<file path="config.mk">
export PLATFORM = sky130hd
export DESIGN_NAME = rom_byte_loader_flat
export DESIGN_NICKNAME = d
export VERILOG_FILES = /design/src/rtl/rom_byte_loader_if.sv /design/src/rtl/rom_byte_loader.sv /design/src/flat_wrapper.sv
export SDC_FILE = /design/constraint.sdc
export NUM_CORES = 1
export LEC_CHECK = 0
export CORE_UTILIZATION = 50
export DETAILED_ROUTE_END_ITERATION = 8
export PLACE_DENSITY = 0.77
export SYNTH_ARGS = -nofsm -noshare
export SYNTH_HDL_FRONTEND = slang
export SYNTH_SLANG_ARGS = --single-unit
</file>
<file path="constraint.sdc">
create_clock -name clk -period 3 [get_ports clk]
set_clock_uncertainty 0.05 [all_clocks]
set_input_delay 0.6 -clock clk [delete_from_list [all_inputs] [get_ports clk]]
set_output_delay 0.6 -clock clk [all_outputs]
set_load 0.01 [all_outputs]
</file>
<file path="src/rtl/rom_byte_loader_if.sv">
// Byte-stream input and ROM write-port bundle for rom_byte_loader.
// The slave modport is the loader side. The master modport is the feeder/ROM side.
interface rom_byte_loader_if #(
  parameter int ADDR_WIDTH = 14
);
  logic                  in_valid;
  logic                  in_ready;
  logic [7:0]            in_data;
  logic                  in_last;
  logic                  write_en;
  logic [ADDR_WIDTH-1:0] write_addr;
  logic [15:0]           write_data;

  modport master (
    output in_valid, in_data, in_last,
    input  in_ready, write_en, write_addr, write_data
  );

  modport slave (
    input  in_valid, in_data, in_last,
    output in_ready, write_en, write_addr, write_data
  );
endinterface

</file>
<file path="src/rtl/rom_byte_loader.sv">
// Packs a little-endian byte stream into 16-bit ROM words written from address 0.
// Once the stream ends, it can optionally pad the rest of the ROM with the erased value.
module rom_byte_loader #(
  parameter int          ADDR_WIDTH  = 14,
  parameter bit          FILL_ENABLE = 1'b1,
  parameter logic [15:0] FILL_WORD   = 16'hFFFF
) (
  input  logic                clk,
  input  logic                reset,
  input  logic                start,
  rom_byte_loader_if.slave    bus,
  output logic                busy,
  output logic                done,
  output logic                overflow,
  output logic [ADDR_WIDTH:0] word_count
);
  typedef enum logic [1:0] {IDLE, LOAD, FILL, DONE} state_t;

  localparam logic [ADDR_WIDTH-1:0] LAST_ADDR = '1;

  state_t                r_state;
  logic [ADDR_WIDTH-1:0] r_addr;
  logic [7:0]            r_held;
  logic                  r_phase;
  logic                  r_in_ready;
  logic                  r_write_en;
  logic [ADDR_WIDTH-1:0] r_write_addr;
  logic [15:0]           r_write_data;
  logic                  r_busy;
  logic                  r_done;
  logic                  r_overflow;
  logic [ADDR_WIDTH:0]   r_word_count;

  logic        w_accept;
  logic        w_full;
  logic        w_emit;
  logic        w_full_after;
  logic [15:0] w_word;

  assign w_accept     = (r_state == LOAD) && bus.in_valid && r_in_ready;
  assign w_full       = r_word_count[ADDR_WIDTH];
  // A word is produced on every odd byte, and also on an even-phase last byte (padded).
  assign w_emit       = w_accept && !w_full && (r_phase || bus.in_last);
  assign w_full_after = w_emit && (r_word_count == {1'b0, LAST_ADDR});
  assign w_word       = r_phase ? {bus.in_data, r_held} : {FILL_WORD[15:8], bus.in_data};

  always_ff @(posedge clk) begin
    if (reset) begin
      r_state      <= IDLE;
      r_addr       <= '0;
      r_held       <= '0;
      r_phase      <= 1'b0;
      r_in_ready   <= 1'b0;
      r_write_en   <= 1'b0;
      r_write_addr <= '0;
      r_write_data <= '0;
      r_busy       <= 1'b0;
      r_done       <= 1'b0;
      r_overflow   <= 1'b0;
      r_word_count <= '0;
    end else begin
      r_write_en <= 1'b0;
      if (start) begin
        r_state      <= LOAD;
        r_addr       <= '0;
        r_word_count <= '0;
        r_overflow   <= 1'b0;
        r_phase      <= 1'b0;
        r_in_ready   <= 1'b1;
        r_busy       <= 1'b1;
        r_done       <= 1'b0;
      end else begin
        case (r_state)
          IDLE: begin
            r_in_ready <= 1'b0;
          end
          LOAD: begin
            if (w_accept) begin
              if (w_emit) begin
                r_write_en   <= 1'b1;
                r_write_addr <= r_addr;
                r_write_data <= w_word;
                r_addr       <= r_addr + 1'b1;
                r_word_count <= r_word_count + 1'b1;
              end
              if (w_full) begin
                r_overflow <= 1'b1;
              end
              if (!w_full && !r_phase) begin
                r_held <= bus.in_data;
              end
              r_phase <= bus.in_last ? 1'b0 : ~r_phase;
              if (bus.in_last) begin
                r_in_ready <= 1'b0;
                if (FILL_ENABLE && !w_full && !w_full_after) begin
                  r_state <= FILL;
                end else begin
                  r_state <= DONE;
                  r_busy  <= 1'b0;
                  // With a write still in flight, done waits one cycle (set from DONE).
                  r_done  <= !w_emit;
                end
              end
            end
          end
          FILL: begin
            r_write_en   <= 1'b1;
            r_write_addr <= r_addr;
            r_write_data <= FILL_WORD;
            r_addr       <= r_addr + 1'b1;
            if (r_addr == LAST_ADDR) begin
              r_state <= DONE;
              r_busy  <= 1'b0;
            end
          end
          DONE: begin
            r_done <= 1'b1;
          end
          default: begin
            r_state <= IDLE;
          end
        endcase
      end
    end
  end

  assign bus.in_ready   = r_in_ready;
  assign bus.write_en   = r_write_en;
  assign bus.write_addr = r_write_addr;
  assign bus.write_data = r_write_data;
  assign busy           = r_busy;
  assign done           = r_done;
  assign overflow       = r_overflow;
  assign word_count     = r_word_count;
endmodule
</file>
<file path="src/flat_wrapper.sv">
// flat-port wrapper written by rule: the top's interface ports become plain ports
module rom_byte_loader_flat 
#(
  parameter int          ADDR_WIDTH  = 14,
  parameter bit          FILL_ENABLE = 1'b1,
  parameter logic [15:0] FILL_WORD   = 16'hFFFF
)
  (clk, reset, start, busy, done, overflow, word_count, bus_in_valid, bus_in_data, bus_in_last, bus_in_ready, bus_write_en, bus_write_addr, bus_write_data);
  rom_byte_loader_if #(.ADDR_WIDTH(ADDR_WIDTH)) bus_i ();
  input  logic clk;
  input  logic reset;
  input  logic start;
  output logic busy;
  output logic done;
  output logic overflow;
  output logic [ADDR_WIDTH:0] word_count;
  input wire logic [$bits(bus_i.in_valid)-1:0] bus_in_valid;
  input wire logic [$bits(bus_i.in_data)-1:0] bus_in_data;
  input wire logic [$bits(bus_i.in_last)-1:0] bus_in_last;
  output wire logic [$bits(bus_i.in_ready)-1:0] bus_in_ready;
  output wire logic [$bits(bus_i.write_en)-1:0] bus_write_en;
  output wire logic [$bits(bus_i.write_addr)-1:0] bus_write_addr;
  output wire logic [$bits(bus_i.write_data)-1:0] bus_write_data;
  assign bus_i.in_valid = bus_in_valid;
  assign bus_i.in_data = bus_in_data;
  assign bus_i.in_last = bus_in_last;
  assign bus_in_ready = bus_i.in_ready;
  assign bus_write_en = bus_i.write_en;
  assign bus_write_addr = bus_i.write_addr;
  assign bus_write_data = bus_i.write_data;
  rom_byte_loader #(.ADDR_WIDTH(ADDR_WIDTH), .FILL_ENABLE(FILL_ENABLE), .FILL_WORD(FILL_WORD)) u_core (.clk(clk), .reset(reset), .start(start), .bus(bus_i), .busy(busy), .done(done), .overflow(overflow), .word_count(word_count));
endmodule
</file>
==> metrics <==
status finished, final reports clean; Placeable Area about 6800 um2; Multi-input gate area 1860 um2; Seq pwr share between 40% and 50%; Int Pwr 1650 uW; cell row count 30; clock share of power 37.0%; die height around 86 um; Synth Net Count 421; clock root buffer clkbuf_8; Post-synth EDFFs 0; Post-synth ARST share 0%; die width 86.0 um; Post-Synth XOR/XNOR Area under 10%; setup violators final 0; compound-gate portion of the synthesized area between 20% and 30%; Post-CTS Hold Buffers 0; routability cong. between 0.8 and 0.9; most common cell after layout, fill and taps aside dfxtp_1; Post-Layout Cell Count ~560; FF+latch area 1500 um2; combinational power share 17.3%; CP Class flop to flop; Period minus WS final 2.36 ns; DPL Wire Length 5.71 mm; CTS tree yes; Net Sw Frac 28.6%; Critical Path AT 2.60 ns; #FFs+latches synth 75; max-slew violation count 0; post-detailed-route count of antenna-violating nets 0; Antenna Cells 0; via count 3400; Pre-Repair DR Iteration Count 5; die area about 7400 um2; H-tree levels 3; Worst-path clk slew 0.08 ns; fin nets 473; min-delay worst type flop to flop; vias in the first global route ~3100; synthesized area 3530 um2; Worst Path Max Fanout 39; Placed Cells incl. Taps about 540; DR WL/cell 16.0 um; CP Capture Type flop; RSZ-0062 raised after global routing false; first-pass GRT wire length between 10 and 15 mm; f_max 423 MHz; Iter 0 DRT Violations 329; simple-gate share of the synthesized area 20.4%; Overflow after GRT 0; maxcap violations 0; post-synthesis adder-cell area fraction approximately 2.1%; GR peak layer met2; port bufs between 60 and 70; maximum number of pins on one net before global-route repair 40; met1 Track Usage GR between 30% and 40%; post-CTS setup buffer count 0; Syn Area/Cell 8.77 um2; Synth Flop Type dfxtp_1; Vias/cell roughly 6.1; Worst-Skew Late Latency 0.35 ns; pwr dens 519 nW/um2; max_slew headroom approximately three fifths; layout cells sized above 1 7.41%; DRC 0; initial antenna violation count 0; Setup TNS 0 ns; Area Overhead vs Synth 26.5%; Global Route met2 Usage 39.2%; Num CTS Buffers 9; CP startpoint kind flop; most frequent cells in the layout 75 x dfxtp_1, 62 x clkdlybuf4s50_1, 32 x a21oi_1, 32 x nor2_1, 23 x nand4_1; post-synthesis mux area share 5.11%; post-route clock period utilization 78.7%; post-synthesis sequential area ratio 42.6%; Total GRT Usage 24.9%; clock sink total 75; CTS max path bufs 2; combinational family with the most area after synthesis compound AO/OA/AOI/OAI gates; VDD IR max approximately 0.32 mV; worst slew pin tran 0.574 ns; count of final hold-check violations 0; Layout fillers ~570; Lkg Pwr 0.00155 uW; Syn Inst Count ~400; NetSw 663 uW; Yosys Warn Count 0; Worst EP required roughly 3.2 ns; num ports 63; initial core utilization 51.9%; drt total wl 8.90 mm; GRT met3 Usage 4.14%; post-synth cell types 46; post_cts resized 0
-- synthesized netlist by cell type, types with 6 or more instances --
library cell | count | area, um2
a211oi_1 | 8 | 60.1
a21oi_1 | 32 | 160
a311oi_1 | 8 | 70.1
a31oi_1 | 21 | 131
clkbuf_1 | 27 | 101
dfxtp_1 | 75 | 1500
ha_1 | 6 | 75.1
inv_1 | 7 | 26.3
mux2i_1 | 18 | 180
nand2_1 | 15 | 56.3
nand3_1 | 12 | 60.1
nand4_1 | 23 | 144
nor2_1 | 32 | 120
nor3b_1 | 9 | 67.6
o21ai_1 | 8 | 40.0
o31ai_1 | 16 | 120
or3_1 | 12 | 75.1
xnor2_1 | 6 | 52.6
-- per-layer routing --
metal | vias up | wire (um) | share of wire (%)
met4 | 0 | 94 | 1.1
met1 | 1651 | 4200 | 47
met2 | 99 | 4220 | 47
met5 | - | 0 | 0
li1 | 1637 | - | -
met3 | 13 | 381 | 4.3
-- metrics by stage --
stage	cell area [um2]	hold WS (ns)	power, uW	util (%)	setup slack [ns]
2_1_floorplan	3530	0.413	1320	-	0.913
3_3_place_gp	4240	0.407	1470	62.4	0.462
3_5_place_dp	4240	0.413	1480	62.4	0.442
4_1_cts	4460	0.425	2320	65.6	0.657
5_1_grt	4460	0.439	2410	65.6	0.484
6_report	4460	0.423	2320	65.6	0.638
-- path summary, 6_finish.rpt --
| path | endpoint | start | depth (start not counted) | slack (ns) |
|---|---|---|---|---|
| max reg2reg | u_core.r_addr[12]$_SDFFE_PP0P_ | u_core.r_state[0]$_SDFFE_PP0P_ | 7 | 0.64 |
| min reg2reg | u_core.bus.write_addr[4]$_SDFFE_PP0P_ | u_core.bus.write_addr[4]$_SDFFE_PP0P_ | 2 | 0.42 |
| min | u_core.bus.write_addr[4]$_SDFFE_PP0P_ | u_core.bus.write_addr[4]$_SDFFE_PP0P_ | 2 | 0.42 |
| max | u_core.r_addr[12]$_SDFFE_PP0P_ | u_core.r_state[0]$_SDFFE_PP0P_ | 7 | 0.64 |
-- area by class of cell --
| type | count | area share [%] |
|---|---|---|
| well taps | 96 | 2.69 |
| flip-flops and latches | 75 | 33.7 |
| repair buffers | 77 | 16.4 |
| multi-input cells | 283 | 41.6 |
| inverters | 8 | 0.673 |
| clock buffers | 10 | 2.86 |
| clock inverters | 6 | 2.02 |
-- cell families after synthesis --
| logic type | Yosys count |
|---|---|
| and+or+nand+nor | 131 |
| xor gates and xnor gates | 8 |
| buffers and inverters | 44 |
| adders and majority gates | 6 |
| AOI/OAI and AO/OA | 120 |
| DFF | 75 |
| muxes | 18 |
-- critical path, stage by stage (launching register included) --
cell	delay [ns]
dfxtp_1	0.39
inv_1	0.10
ha_1	0.32
buf_4	0.38
nand4b_1	0.15
o41a_1	0.24
or4_1	0.53
a21oi_1	0.15
-- registers in the layout (all words and copies together) (netlist names) --
name	cells
u_core.done	1
u_core.word_count	15
u_core.r_phase	1
u_core.r_state	2
u_core.bus.write_en	1
u_core.r_held	8
u_core.bus.write_data	16
u_core.busy	1
u_core.overflow	1
u_core.bus.write_addr	14
u_core.bus.in_ready	1
u_core.r_addr	14
-- power groups by stage --
stage                     Sequential, uW  Combinational (uW)  Clock (uW)
after floorplan                     1090                 231           0
after global placement              1080                 388           0
after detailed placement            1080                 395           0
after CTS                           1060                 397         862
after global routing                1060                 437         909
final                               1060                 401         857
(Power assumes the default switching activity.)
